## src/rtl/fsm_coverage_monitor.sv

```systemverilog
// rtl/fsm_coverage_monitor.sv - passive FSM state-bus coverage, transition, illegal and stuck monitor
// Tracks visited legal states and reports the unvisited ones one at a time over a valid/ready port.
module fsm_coverage_monitor #(
  parameter int STATE_W     = 2,
  parameter int NUM_STATES  = 3,
  parameter int CNT_W       = 16,
  parameter int STUCK_LIMIT = 8
) (
  input  logic                  clk,
  input  logic                  rst,
  input  logic                  clear,
  input  logic                  state_vld,
  input  logic [STATE_W-1:0]    state_in,
  output logic [NUM_STATES-1:0] visited,
  output logic                  all_visited,
  output logic [CNT_W-1:0]      trans_cnt,
  output logic                  cnt_sat,
  output logic                  illegal_flag,
  output logic                  stuck_flag,
  input  logic                  rpt_req,
  output logic                  rpt_busy,
  output logic                  rpt_valid,
  input  logic                  rpt_ready,
  output logic [STATE_W-1:0]    rpt_idx,
  output logic                  rpt_done
);

  localparam int                 SC_W      = $clog2(STUCK_LIMIT + 1);
  localparam logic [STATE_W-1:0] LAST_IDX  = STATE_W'(NUM_STATES - 1);
  localparam logic [SC_W-1:0]    STUCK_MAX = SC_W'(STUCK_LIMIT);

  typedef enum logic [1:0] {S_IDLE, S_SCAN, S_EMIT, S_DONE} rpt_state_e;

  logic [NUM_STATES-1:0] visited_q, visited_d;
  logic [CNT_W-1:0]      trans_cnt_q, trans_cnt_d;
  logic                  cnt_sat_q, cnt_sat_d;
  logic                  illegal_q, illegal_d;
  logic                  stuck_flag_q, stuck_flag_d;
  logic [STATE_W-1:0]    prev_state_q, prev_state_d;
  logic                  have_prev_q, have_prev_d;
  logic [SC_W-1:0]       stuck_cnt_q, stuck_cnt_d;
  rpt_state_e            state_q, state_d;
  logic [STATE_W-1:0]    idx_q, idx_d;
  logic                  rpt_valid_q, rpt_valid_d;
  logic [STATE_W-1:0]    rpt_idx_q, rpt_idx_d;
  logic                  rpt_done_q, rpt_done_d;

  logic legal;
  logic cur_visited;
  logic idx_last;

  always_comb begin
    legal       = (int'(state_in) < NUM_STATES);
    idx_last    = (idx_q == LAST_IDX);
    cur_visited = 1'b1;
    for (int i = 0; i < NUM_STATES; i++) begin
      if (idx_q == STATE_W'(i)) cur_visited = visited_q[i];
    end
  end

  always_comb begin
    visited_d    = visited_q;
    trans_cnt_d  = trans_cnt_q;
    cnt_sat_d    = cnt_sat_q;
    illegal_d    = illegal_q;
    stuck_flag_d = stuck_flag_q;
    prev_state_d = prev_state_q;
    have_prev_d  = have_prev_q;
    stuck_cnt_d  = stuck_cnt_q;
    state_d      = state_q;
    idx_d        = idx_q;

    if (state_vld) begin
      if (!legal) begin
        illegal_d = 1'b1;
      end else begin
        for (int i = 0; i < NUM_STATES; i++) begin
          if (state_in == STATE_W'(i)) visited_d[i] = 1'b1;
        end
        if (have_prev_q) begin
          if (state_in != prev_state_q) begin
            if (trans_cnt_q != '1) trans_cnt_d = trans_cnt_q + 1'b1;
            if (trans_cnt_d == '1) cnt_sat_d = 1'b1;
            stuck_cnt_d = '0;
          end else begin
            if (stuck_cnt_q != STUCK_MAX) stuck_cnt_d = stuck_cnt_q + 1'b1;
            if (stuck_cnt_d == STUCK_MAX) stuck_flag_d = 1'b1;
          end
        end
        prev_state_d = state_in;
        have_prev_d  = 1'b1;
      end
    end

    // The scan reads the live bitmap, so states seen mid-report are skipped.
    unique case (state_q)
      S_IDLE: begin
        if (rpt_req) begin
          state_d = S_SCAN;
          idx_d   = '0;
        end
      end
      S_SCAN: begin
        if (!cur_visited)  state_d = S_EMIT;
        else if (idx_last) state_d = S_DONE;
        else               idx_d   = idx_q + 1'b1;
      end
      S_EMIT: begin
        if (rpt_ready) begin
          if (idx_last) begin
            state_d = S_DONE;
          end else begin
            state_d = S_SCAN;
            idx_d   = idx_q + 1'b1;
          end
        end
      end
      S_DONE:  state_d = S_IDLE;
      default: state_d = S_IDLE;
    endcase

    rpt_valid_d = (state_d == S_EMIT);
    rpt_idx_d   = rpt_valid_d ? idx_d : '0;
    rpt_done_d  = (state_q == S_DONE);

    if (clear) begin
      visited_d    = '0;
      trans_cnt_d  = '0;
      cnt_sat_d    = 1'b0;
      illegal_d    = 1'b0;
      stuck_flag_d = 1'b0;
      prev_state_d = '0;
      have_prev_d  = 1'b0;
      stuck_cnt_d  = '0;
      state_d      = S_IDLE;
      idx_d        = '0;
      rpt_valid_d  = 1'b0;
      rpt_idx_d    = '0;
      rpt_done_d   = 1'b0;
    end
  end

  always_ff @(posedge clk or posedge rst) begin
    if (rst) begin
      visited_q    <= '0;
      trans_cnt_q  <= '0;
      cnt_sat_q    <= 1'b0;
      illegal_q    <= 1'b0;
      stuck_flag_q <= 1'b0;
      prev_state_q <= '0;
      have_prev_q  <= 1'b0;
      stuck_cnt_q  <= '0;
      state_q      <= S_IDLE;
      idx_q        <= '0;
      rpt_valid_q  <= 1'b0;
      rpt_idx_q    <= '0;
      rpt_done_q   <= 1'b0;
    end else begin
      visited_q    <= visited_d;
      trans_cnt_q  <= trans_cnt_d;
      cnt_sat_q    <= cnt_sat_d;
      illegal_q    <= illegal_d;
      stuck_flag_q <= stuck_flag_d;
      prev_state_q <= prev_state_d;
      have_prev_q  <= have_prev_d;
      stuck_cnt_q  <= stuck_cnt_d;
      state_q      <= state_d;
      idx_q        <= idx_d;
      rpt_valid_q  <= rpt_valid_d;
      rpt_idx_q    <= rpt_idx_d;
      rpt_done_q   <= rpt_done_d;
    end
  end

  assign visited      = visited_q;
  assign all_visited  = &visited_q;
  assign trans_cnt    = trans_cnt_q;
  assign cnt_sat      = cnt_sat_q;
  assign illegal_flag = illegal_q;
  assign stuck_flag   = stuck_flag_q;
  assign rpt_busy     = (state_q != S_IDLE);
  assign rpt_valid    = rpt_valid_q;
  assign rpt_idx      = rpt_idx_q;
  assign rpt_done     = rpt_done_q;

endmodule

```

## config.mk

```make
export PLATFORM = sky130hd
export DESIGN_NAME = fsm_coverage_monitor
export DESIGN_NICKNAME = d
export VERILOG_FILES = /design/src/rtl/fsm_coverage_monitor.sv
export SDC_FILE = /design/constraint.sdc
export NUM_CORES = 1
export LEC_CHECK = 0
export BUFFER_PORTS_ARGS = -buffer_cell sky130_fd_sc_hd__buf_2
export CORE_MARGIN = 10
export CORE_UTILIZATION = 55
export DETAILED_ROUTE_END_ITERATION = 8
export MAX_ROUTING_LAYER = met4
export PLACE_DENSITY = 0.78
export SETUP_SLACK_MARGIN = 0.3
export SLEW_MARGIN = 10
export SYNTH_ARGS = -nofsm -noshare
export SYNTH_HDL_FRONTEND = slang
export SYNTH_SLANG_ARGS = --single-unit
export TNS_END_PERCENT = 10
```

## constraint.sdc

```tcl
create_clock -name clk -period 2.4 [get_ports clk]
set_input_delay 0.24 -clock clk [delete_from_list [all_inputs] [get_ports clk]]
set_output_delay 0.24 -clock clk [all_outputs]
set_load 0.02 [all_outputs]
```

[Word level (Yosys, flattened, before mapping)]
Index checks and enable logic that the tools add are counted.
Storage, ports and cells
  bits in registers: 37
  logic and storage cells: 124
  output and inout bits: 28
  input port bits: 8
Cells by class
  $lt $le $gt $ge: 1
  mux-type cells: 67
  equal/unequal tests: 15
  reduce and logical (&&, ||, !) cells: 23
  add/subtract/negate cells: 3
Operators by type and width (count)
  16-bit 2-to-1 mux: 10
  4-bit 2-to-1 mux: 10
  2-bit 2-to-1 mux: 16
  1-bit 2-to-1 mux: 26
  2-bit nonzero test: 10
  16-bit by 1-bit adder with 16-bit output, second input constant: 1
  16-bit equality test, second input constant: 1
  16-bit != test, second input constant: 1
  3-bit AND reduction: 5
  2-bit equality test, second input constant: 5
  5-bit AND reduction: 2
  3-bit 2-to-1 mux: 3
  2-bit case mux with 4 select lines: 1
  2-bit by 1-bit equality test with 1-bit output, second input constant: 3
  2-bit logical NOT: 3
  2-bit case mux with 3 select lines: 1
  4-bit by 1-bit adder with 4-bit output, second input constant: 1
  4-bit equality test, second input constant: 1
  2-bit != test, second input constant: 2
  4-bit != test, second input constant: 1
  2-bit AND reduction: 2
  4-bit AND reduction: 1
  2-bit by 1-bit adder with 2-bit output, second input constant: 1
  2-bit < comparator, second input constant: 1
  2-bit != test: 1

[Longest topological paths before layout]
Gate-level depths: netlist (run 1).
  depth in word-level cells: 13
  depth in mapped cells: 8
  gate-level depth less buffers: 8

[Worst setup path before layout (run 1)]
Ideal clock, no wire load.
  kind: flip-flop to flip-flop
  start point: reg trans_cnt_q[0] (netlist: trans_cnt[0])
  end point: reg cnt_sat_q (netlist: cnt_sat)
  setup slack: 0.175 ns
  setup time: 0.066 ns
  period minus slack after synthesis: 2.225 ns
  required time: 2.334 ns
  path buffers: 0
  data arrival time: 2.159 ns
  stages on the path, launching flop included: 8
  cell sequence: dfrtp_1 > ha_1 > nand3_1 > nor4_1 > mux2i_1 > a311o_1 > nor4_1 > a22o_1
Between the ends
  word-level cells in the longest chain between the ends: 9
  elaborated cells on any way between the ends: 10
  classes of those cells: add/sub: 1; eq/ne: 2; mux: 5; reduce/logical: 2
Ends and longest elaborated chain
  start: declaration: line 35  | logic [CNT_W-1:0] trans_cnt_q, trans_cnt_d;
  start signal: assignment: line 160  | trans_cnt_q <= trans_cnt_d;
  16-bit by 1-bit adder with 16-bit output or 16-bit != test (tied branches): line 82  | if (trans_cnt_q != '1) trans_cnt_d = trans_cnt_q + 1'b1;
  16-bit 2-to-1 mux (*): line 82
  16-bit 2-to-1 mux (*): line 81  | if (state_in != prev_state_q) begin
  16-bit 2-to-1 mux (*): line 80  | if (have_prev_q) begin
  16-bit 2-to-1 mux (*): line 74  | if (!legal) begin
  16-bit 2-to-1 mux (*): line 73  | if (state_vld) begin
  16-bit equality test (*): line 83  | if (trans_cnt_d == '1) cnt_sat_d = 1'b1;
  2-bit nonzero test (no line) (*)
  5-bit AND reduction (no line) (*)
  end signal: assignment: line 161  | cnt_sat_q <= cnt_sat_d;
  end: declaration: line 36  | logic cnt_sat_q, cnt_sat_d;
Mark *: on every way between the ends. The rest lies on a longest branch, timed or not. The select of a mux whose other input is x is not followed.
A chain may end at the register's enable or synchronous reset.

[Worst setup path after layout (run 1)]
  start point: reg trans_cnt_q[1] (netlist: trans_cnt[1])
  end point: reg cnt_sat_q (netlist: cnt_sat)
The elaborated chain is that of the path after synthesis.

==> reports/qor.yml, run 1 <==
setup_path:
  criticalPathCategory: "reg2reg"
  r2r-end: "cnt_sat"
  reg2regPathDepth: 7
  endpoint_kind: "flip-flop"
  crit_family: "simple AND/OR/NAND/NOR gates"
  crit_arrival_ps: 2320
  critPathBufInv: 0
  required_ps: 2630
  rrSetupSlack_ps: 310
  crit_fanout: 7
  r2r-start: "trans_cnt[1]"
  path_cells: "ha_4, nand3_2, or3_2, a31oi_2, o21ai_0, nor4_1, a22o_1"
  critical_path.max_stage_delay_ps: 500
  startpoint_type: "flip-flop"
  slowest_stage: "or3_2"
final_layout:
  fill_cells: 326
  nNetsFinal: 315
  num_antenna_cells: 0
  area_delta_synth_final_pct: 17.8
  drive_gt1_share_pct: 22.6
global_route:
  globalRoute.totalOverflow: 0
  grt_util_met1_pct: 21.1
  top_usage_layer: "met2"
  antenna_found_initial: 0
  grt_util_met3_pct: 4.00
  grt.met2_usage_pct: 25.1
  grt_pass1_wl_mm: 9.75
  grt_max_degree: 38
  grt_use_total_pct: 16.6
  grt_pass1_vias: 2027
clocking:
  cts_buffers: 5
  path_clk_slew_ps: 80
  cts_root_buf: "clkbuf_8"
  holdBufCountCts: 0
  clock_latency_ps: 290
  clockBufferDepth: 2
  cts.htree.levels: 2
  cts.sinks: 37
  cts_tree: "yes"
placed_design:
  io_buffers: 35
  gp_congestion: 0.954
  place_ws_ps: 252
  place_hpwl_mm: 3.93
route:
  antenna_left: 0
  drc_errors: 0
  routed_wl_mm: 5.60
  drt_pass1_iterations: 4
  routedWlPerCell_um: 16.0
  drtIter0Drc: 137
  via_per_inst: 5.87
  vias: 2049
timing:
  hold_violations: 0
  setup-violations-final: 0
  worstMarginPinSlew_ps: 496
  finalCritPeriodShare_pct: 87.0
  fmaxAchievable_mhz: 479
  skew_ps: 5.99
  finalSetupTns_ps: 0
  fin_crit_ps: 2090
  report.final.slew_viol_count: 0
  setup_slack_ps: 312
  whs_ps: 43.5
  relSlewSlack_pct: 66.9
  rsz0062_at_grt: "true"
synth:
  synth_cells: 260
  synth.largest_area_cell: "dfrtp_1"
  synth_area_leaders: "dfrtp_1 42%, o21ai_0 5.9%, nor2_1 5.3%"
  async_flop_share_pct: 100
  synth-warning-count: 0
  syn_area_per_cell_sq_um: 8.51
  netlist_area_sq_um: 2210
  synth_edf_count: 0
  ys.flop_type: "dfrtp_1"
  yosysUniqueCellTypes: 46
  yosys.area.top_type_share_pct: 41.9
  synth-seq-cells: 37
  syn_nets: 274
  ys_seq_area_share_pct: 41.9
status:
  status: "complete, no violations"
pwr:
  ir_drop_mv: 0.413
  power_leakage_uw: 0.00121
  power_density_nw_per_um2: 473
  power_uw: 1230
job:
  cap_violations: 0
die:
  start_util_pct: 58.7
  dieArea_sq_um: 6960
  die_x_um: 83.4
  die_h_um: 83.4
  ioPinCount: 36
  core_sq_um: 3770
  rows: 22
worst_hold_path:
  hold_path.class: "in2async"
[worst register-to-register path, delay by kind of cell (launching register included)]
kind / cells / cell delay, ps
fa+ha+maj: 1 / 180
simple gates: 3 / 920
compound gates: 3 / 510
flops: 1 / 430
[cell usage after synthesis, drive strengths merged (2+ instances only)]
cell type,count
a31oi,4
xnor2,6
nor2b,6
or4,2
a21oi,16
dfrtp,37
a22oi,2
or3,3
a211oi,2
nor3b,3
clkbuf,7
and2,3
nand4,7
xor2,4
nand2b,3
buf,6
nor4,4
o21ai,26
inv,13
nor2,31
a22o,4
nand3,9
and3,4
nand2,23
mux2i,4
o31ai,3
nor3,8
a21o,3
ha,6
[cell families after synthesis]
group	Yosys count	share of synthesized area (%)
flops	37	41.9
fa+ha+maj	6	3.39
compound gates	66	18.0
simple gates	110	25.7
xor+xnor	10	3.96
buf+inv	26	4.75
mux	5	2.32
[how the worst max path moves through the flow]
stage / startpoint / endpoint / slack [ps] / cells after the start
2_1_floorplan: trans_cnt[5] / cnt_sat / 310 / 6
3_3_place_gp: trans_cnt[0] / cnt_sat / 300 / 7
3_5_place_dp: trans_cnt[0] / cnt_sat / 250 / 7
4_1_cts: trans_cnt[1] / cnt_sat / 350 / 7
5_1_grt: trans_cnt[1] / cnt_sat / 230 / 7
6_report: trans_cnt[1] / cnt_sat / 310 / 7
[cells in the final DEF (no fill, tap or decap), types with 3 or more instances in the layout]
master / n
nor2b_1: 6
nand4_1: 5
a22o_1: 4
nand3_1: 8
and3_1: 4
a21oi_1: 16
clkbuf_8: 6
o21ai_0: 26
nand2b_1: 3
xnor2_1: 6
buf_2: 35
nor4_1: 3
a31oi_1: 3
ha_1: 5
nand2_1: 23
and2_1: 3
mux2i_1: 4
inv_1: 13
nor3b_1: 3
buf_4: 12
nor2_1: 30
xor2_1: 4
dfrtp_1: 35
nor3_1: 8
o31ai_1: 3
[area by class of cell]
| class | instances | area [sq um] | share of cell area (%) |
|---|---|---|---|
| Multi-Input combinational cell | 197 | 1210 | 46.6 |
| Timing Repair Buffer | 47 | 265 | 10.2 |
| Inverter | 13 | 48.8 | 1.87 |
| Sequential cell | 37 | 928 | 35.6 |
| Tap cell | 48 | 60.1 | 2.30 |
| Clock buffer | 6 | 82.6 | 3.17 |
| Clock inverter | 1 | 7.51 | 0.288 |
[sequential cells by signal, summed over array words and instances, names as in the netlist]
name and flops:
idx_q 2, have_prev_q 1, rpt_idx 2, trans_cnt 16
state_q 2, illegal_flag 1, rpt_valid 1, cnt_sat 1
prev_state_q 2, stuck_cnt_q 4, stuck_flag 1, visited 3
rpt_done 1
[where the power goes]
part / internal, uW / switching (uW) / leakage (uW)
Sequential: 637 / 14.4 / 0.000508
Clock: 227 / 218 / 0.0000433
Combinational: 49.9 / 87.2 / 0.000656
[per-layer routing]
layer | wire length [um] | share of wire [%] | vias to the layer above
met5 | 0 | 0 | -
met4 | 69 | 1.2 | 0
met3 | 306 | 5.5 | 10
met2 | 2670 | 48 | 65
met1 | 2550 | 46 | 970
li1 | - | - | 1004
[timing repair]
action                     CTS  global route
gates resized for setup      2             1
setup endpoints to repair    1             6
buffers inserted             1             2
[stage by stage]
stage | cell area, sq um | util, % | std cells
final | 2610 | 69.1 | 349
after global routing | 2610 | 69.1 | 349
after CTS | 2590 | 68.6 | 347
after detailed placement | 2470 | 65.6 | 339
after global placement | 2470 | 65.6 | 339
after floorplan | 2230 | - | 260
Note: power is estimated with default switching activity, not from simulation.
==> run 2, diff against run 1 <==
--- a/config.mk
+++ b/config.mk
@@ -5,12 +5,13 @@
 export SDC_FILE = /design/constraint.sdc
 export NUM_CORES = 1
 export LEC_CHECK = 0
+export ABC_AREA = 1
 export BUFFER_PORTS_ARGS = -buffer_cell sky130_fd_sc_hd__buf_2
 export CORE_MARGIN = 10
 export CORE_UTILIZATION = 55
 export DETAILED_ROUTE_END_ITERATION = 8
 export MAX_ROUTING_LAYER = met4
-export PLACE_DENSITY = 0.78
+export PLACE_DENSITY_LB_ADDON = 0.15
 export SETUP_SLACK_MARGIN = 0.3
 export SLEW_MARGIN = 10
 export SYNTH_ARGS = -nofsm -noshare
==> run 2 against run 1 <==
Global-route usage rose by 0.096 points. Critical path depth rose by 7. Cell area shrank 0.77%. Setup slack improved by 160 ps. Fmax up 8.3%. Total power increased by 6.7%. Highest routed layer unchanged.
==> reports/qor.yml, run 2 <==
pwr:
  power_density_nw_per_um2: 509  # +7.5%
  ir_drop_mv: 0.355  # -14%
  power_leakage_uw: 0.00133  # +9.8%
  power_uw: 1320  # +6.7%
global_route:
  grt_max_degree: 38  # unchanged
  grt_util_met3_pct: 4.88  # +0.88 points
  grt_use_total_pct: 16.7  # +0.096 points
  antenna_found_initial: 0  # unchanged
  grt_util_met1_pct: 19.8  # -1.3 points
  grt.met2_usage_pct: 25.6  # +0.44 points
  globalRoute.totalOverflow: 0  # unchanged
  grt_pass1_vias: 2143  # +5.7%
  grt_pass1_wl_mm: 9.67  # -0.78%
  top_usage_layer: "met2"
setup_path:
  critical_path.max_stage_delay_ps: 390  # -110 ps
  slowest_stage: "dfrtp_1"
  path_common_cell: "nor2_1"
  criticalPathCategory: "reg2reg"
  path_cells: "ha_2, nand2_2, nor2_4, nand2_4, nor2_4, nand2_8, nand2_1, nand2_1, nand2_1, nor2_1, nand3_1, nor2_1, nor2_1, nor2_1"
  required_ps: 2570  # -60 ps
  endpoint_kind: "flip-flop"
  startpoint_type: "flip-flop"
  crit_family: "simple AND/OR/NAND/NOR gates"
  crit_arrival_ps: 2090  # -230 ps
  crit_fanout: 14  # +7
  critPathBufInv: 0  # unchanged
final_layout:
  num_antenna_cells: 0  # unchanged
  final_common_cell: "nand2_1"
  drive_gt1_share_pct: 19.2  # -3.4 points
  nNetsFinal: 368  # +17%
  area_delta_synth_final_pct: 15.3
  largest_reg_flops: 16  # unchanged
  layout_common_cells: "64 x nand2_1, 48 x inv_1, 42 x nor2_1"
synth:
  synth.most_common_cell: "nand2_1"
  yosysUniqueCellTypes: 24  # -48%
  ys_seq_area_share_pct: 41.3  # -0.56 points
  synth_edf_count: 0  # unchanged
  syn_area_per_cell_sq_um: 7.16  # -16%
  synth_cells: 313  # +20%
  synth_commonest_cells: "64 x nand2_1, 48 x inv_1, 42 x nor2_1"
  async_flop_share_pct: 100  # unchanged
  netlist_area_sq_um: 2240  # +1.4%
  synth.largest_area_cell: "dfrtp_1"
  ys.flop_type: "dfrtp_1"
  synth_area_leaders: "dfrtp_1 41%, nand2_1 11%, inv_1 8.0%"
  yosys.area.top_type_share_pct: 41.3  # -0.56 points
  synth-warning-count: 0  # unchanged
  syn_nets: 327  # +19%
  synth-seq-cells: 37  # unchanged
die:
  die_h_um: 83.9  # +0.52%
  ioPinCount: 36  # unchanged
  die_x_um: 83.9  # +0.52%
  dieArea_sq_um: 7030  # +1.0%
  rows: 23  # +4.5%
  start_util_pct: 56.5  # -2.2 points
  core_sq_um: 3970  # +5.3%
timing:
  report.final.slew_viol_count: 0  # unchanged
  setup-violations-final: 0  # unchanged
  relSlewSlack_pct: 68.1  # +1.2 points
  rsz0062_at_grt: "false"
  skew_ps: 10.0  # +4.06 ps
  finalSetupTns_ps: 0  # unchanged
  worstMarginPinSlew_ps: 478  # -17.8 ps
  fin_crit_ps: 1930  # -160 ps
  hold_violations: 0  # unchanged
  finalCritPeriodShare_pct: 80.3  # -6.7 points
  setup_slack_ps: 472  # +160 ps
  fmaxAchievable_mhz: 519  # +8.3%
route:
  drc_errors: 0  # unchanged
  antenna_left: 0  # unchanged
  routed_wl_mm: 5.41  # -3.3%
  drt_pass1_iterations: 5  # +1
  routedWlPerCell_um: 13.4  # -17%
  vias: 2126  # +3.8%
  via_per_inst: 5.26  # -10%
  drtIter0Drc: 161  # +18%
clocking:
  clockBufferDepth: 2  # unchanged
  cts_tree: "yes"
  clock_latency_ps: 290  # about the same
  cts_buffers: 5  # unchanged
  path_clk_slew_ps: 80  # about the same
  cts_root_buf: "clkbuf_8"
  cts.htree.levels: 2  # unchanged
  cts.sinks: 37  # unchanged
placed_design:
  place_hpwl_mm: 3.96  # +0.87%
  place_ws_ps: 501  # +250 ps
  io_buffers: 35  # unchanged
  gp_congestion: 0.950  # -0.37%
status:
  status: "complete, no violations"
job:
  cap_violations: 0  # unchanged
worst_hold_path:
  hold_path.class: "in2async"
-- run 2: per-stage QoR --
stage,cells,util (%),hold WS [ps],cell area (sq um)
2_1_floorplan,313,-,313,2240
3_3_place_gp,395,62.2,368,2470
3_5_place_dp,395,62.2,376,2470
4_1_cts,402,64.3,57.6,2550
5_1_grt,404,65.1,99.3,2590
6_report,404,65.1,44.9,2590
-- run 2: cells by family after synthesis --
family	count (synthesis)	synth area share, %
simple gates	161	32.5
flops	37	41.3
fa+ha+maj	6	3.35
compound gates	45	10.7
xor+xnor	5	1.95
buf+inv	59	10.2
-- run 2: final cells by class --
type / instances / area [sq um]
fillers: 353 / 1390
multi-input cells: 217 / 1100
flip-flops and latches: 37 / 927
repair buffers: 39 / 205
inverters: 54 / 203
clock buffers: 7 / 86.3
well taps: 50 / 62.6
-- run 2: power by group --
part / leakage (uW) / internal [uW] / switching, uW
sequential: 0.000508 / 646 / 19.8
clock: 0.0000443 / 228 / 215
combinational: 0.000774 / 66.5 / 141
total: 0.00133 / 941 / 375
-- run 2: path summary, 6_finish.rpt --
path / start / end / slack [ps] / cells after the start
setup / recovery: trans_cnt[0] / cnt_sat / 470 / 14
hold / removal: rst / trans_cnt[9] / 40 / 3
setup reg to reg: trans_cnt[0] / cnt_sat / 470 / 14
hold reg to reg: cnt_sat / cnt_sat / 500 / 2
max in group asynchronous: rst / trans_cnt[1] / 2000 / 3
min in group clk: rpt_req / state_q[0] / 220 / 3
-- run 2: timing repair --
item,in CTS,in global routing
gates resized for setup,0,4
buffers inserted,0,2
hold buffers,0,0
endpoints found under the setup margin,0,1
-- run 2: tightest hold or removal path, cell delays in order --
cell and delay (ps):
buf_2 90, inv_1 40, buf_4 400
-- run 2: metal layers --
layer	part of all wire, %	up-vias	wire length [um]
met5	0	-	0
met4	1.9	0	105
met1	46	984	2470
met2	47	53	2550
li1	-	1076	-
met3	5.2	13	283
==> run 3, diff against run 2 <==
--- a/config.mk
+++ b/config.mk
@@ -5,10 +5,10 @@
 export SDC_FILE = /design/constraint.sdc
 export NUM_CORES = 1
 export LEC_CHECK = 0
-export ABC_AREA = 1
+export ABC_AREA = 0
 export BUFFER_PORTS_ARGS = -buffer_cell sky130_fd_sc_hd__buf_2
 export CORE_MARGIN = 10
-export CORE_UTILIZATION = 55
+export CORE_UTILIZATION = 51
 export DETAILED_ROUTE_END_ITERATION = 8
 export MAX_ROUTING_LAYER = met4
 export PLACE_DENSITY_LB_ADDON = 0.15
==> constraint.sdc (replaced) <==
create_clock -name clk -period 1.6 [get_ports clk]
set_input_delay 0.16 -clock clk [delete_from_list [all_inputs] [get_ports clk]]
set_output_delay 0.16 -clock clk [all_outputs]
set_load 0.02 [all_outputs]
==> run 3 against run 2 <==
The flow now finishes with violations (negative setup slack). Register-to-register slack lost 800 ps. Global-route usage grew 1.8 points. First-iteration DRC count grew 34%. Critical endpoint unchanged.
==> reports/qor.yml, run 3 (synthesized netlist as in run 1, its figures left out) <==
pwr:
  power_leakage_uw: 0.00152  # +15%
  power_uw: 2120  # +61%
  ir_drop_mv: 0.439  # +24%
  power_density_nw_per_um2: 644  # +27%
placed_design:
  place_hpwl_mm: 4.67  # +18%
  io_buffers: 35  # unchanged
  gp_congestion: 0.890  # -6.4%
  dp_cells: 390  # -1.3%
setup_path:
  rrSetupSlack_ps: -330  # -800 ps
  critPathBufInv: 0  # unchanged
  r2r-start: "trans_cnt[10]"
  reg2regPathDepth: 5  # -9
  criticalPathCategory: "reg2reg"
  path_cells: "nand4_4, or4_1, a311o_1, nor4_2, a22o_1"
  endpoint_kind: "flip-flop"
  crit_arrival_ps: 2160  # +70 ps
  r2r-end: "cnt_sat"
  crit_path_start: "trans_cnt[10]"
  startpoint_type: "flip-flop"
  cp.depth: 5  # -9
  crit_fanout: 8  # -6
  required_ps: 1830  # -740 ps
  critical_path.max_stage_delay_ps: 550  # +160 ps
  crit_family: "simple AND/OR/NAND/NOR gates"
  slowest_stage: "or4_1"
global_route:
  antenna_found_initial: 0  # unchanged
  globalRoute.totalOverflow: 0  # unchanged
  grt_pass1_vias: 2401  # +12%
  grt_max_degree: 38  # unchanged
  grt_pass1_wl_mm: 11.1  # +14%
  grt_use_total_pct: 18.4  # +1.8 points
timing:
  rsz0062_at_grt: "true"
  setup_slack_ps: -326  # -798 ps
  whs_ps: 150  # +105 ps
  finalSetupTns_ps: -1820  # -1820 ps
  finalCritPeriodShare_pct: 120  # +40 points
  setup-violations-final: 20  # +20
  worstMarginPinSlew_ps: 484  # +6.20 ps
  fin_crit_ps: 1930  # -2.21 ps
  report.final.slew_viol_count: 0  # unchanged
  relSlewSlack_pct: 67.7  # -0.41 points
  fmaxAchievable_mhz: 519  # +0.11%
  hold_violations: 0  # unchanged
  skew_ps: 9.75  # -0.295 ps
final_layout:
  layout_common_cells: "55 x buf_4, 33 x buf_2, 25 x nor2_1"
  largest_reg_flops: 16  # unchanged
  drive_gt1_share_pct: 46.6  # +27 points
  nNetsFinal: 367  # -0.27%
  final_util_pct: 80.5  # +15 points
  num_antenna_cells: 0  # unchanged
  fin_cells: 404  # unchanged
  multi_input_area_sq_um: 1400  # +27%
  final_common_cell: "buf_4"
  fill_cells: 254  # -28%
  area_delta_synth_final_pct: 48.8
  area.sequential_sq_um: 942  # +1.6%
die:
  core_sq_um: 4090  # +2.9%
  die_x_um: 85.9  # +2.4%
  ioPinCount: 36  # unchanged
  die_h_um: 85.9  # +2.4%
  dieArea_sq_um: 7370  # +4.9%
  start_util_pct: 54.1  # -2.3 points
  rows: 23  # unchanged
clocking:
  cts_root_buf: "clkbuf_8"
  cts.sinks: 37  # unchanged
  cts_tree: "yes"
  path_clk_slew_ps: 80  # about the same
  clockBufferDepth: 2  # unchanged
  clock_latency_ps: 300  # about the same
  cts_buffers: 5  # unchanged
  cts.htree.levels: 2  # unchanged
worst_hold_path:
  min_path_cells: 3
  min_to: "have_prev_q"
  hp-start: "state_vld"
  hold_path.class: "in2reg"
route:
  antenna_left: 0  # unchanged
  drc_errors: 0  # unchanged
  drtIter0Drc: 215  # +34%
  routed_wl_mm: 7.15  # +32%
  via_per_inst: 6.02  # +14%
  drt_pass1_iterations: 4  # -1
  routedWlPerCell_um: 17.7  # +32%
  vias: 2432  # +14%
job:
  cap_violations: 0  # unchanged
status:
  failed_checks: "negative setup slack"
  status: "finished with violations"
-- run 3: changes by cell type in the layout (fill, tap and decap cells not counted), moves of 4 or more --
| cell | delta |
|---|---|
| a22o_1 | +4 |
| buf_4 | +51 |
| buf_6 | +8 |
| dfrtp_1 | -12 |
| dfrtp_2 | +12 |
| inv_1 | -37 |
| nand2_1 | -42 |
| nand2_2 | -5 |
| nand3_1 | -26 |
| nor2_1 | -17 |
| nor2b_1 | +5 |
| o22ai_1 | -7 |
| xnor2_1 | +5 |
-- run 3: worst max path at each step --
stage               to  slack (ps)
6_report       cnt_sat        -330
5_1_grt        cnt_sat        -360
4_1_cts        cnt_sat        -280
3_5_place_dp   cnt_sat        -210
3_3_place_gp   cnt_sat        -170
2_1_floorplan  cnt_sat        -260
-- run 3: routing by layer --
metal	track usage [%]	wire [um]
met2	29.7	3580
met1	22.0	2960
met3	3.78	429
met5	-	0
met4	7.19	189
-- run 3: final cells by class --
class	instances	area share, %
multi-input cells	197	42.7
clock buffers	5	2.09
clock inverters	3	1.41
flip-flops and latches	37	28.6
well taps	50	1.90
repair buffers	99	21.8
inverters	13	1.48
-- run 3: report_power, final --
part / switching (uW) / internal (uW)
clock network: 365 / 467
registers: 25.2 / 956
logic: 167 / 139
total: 557 / 1560
-- run 3: worst reg2reg max path, cell delays in order, from the launching register on --
cell     delay [ps]
dfrtp_1         440
nand4_4         200
or4_1           550
a311o_1         310
nor4_2          200
a22o_1          170
-- run 3: through the flow --
| stage | area, sq um | setup WS [ps] |
|---|---|---|
| global placement | 2910 | -166 |
| finish | 3290 | -326 |
| global route | 3290 | -357 |
| CTS | 3170 | -283 |
| floorplan | 2290 | -263 |
| detailed placement | 2910 | -209 |
-- run 3: timing repair --
item                                    CTS  global route
pin swaps                                13            11
hold endpoints to repair                 37             0
endpoints found under the setup margin   31            31
setup buffers                             1             4
gates resized for setup                  37            24
hold buffers                              1             0
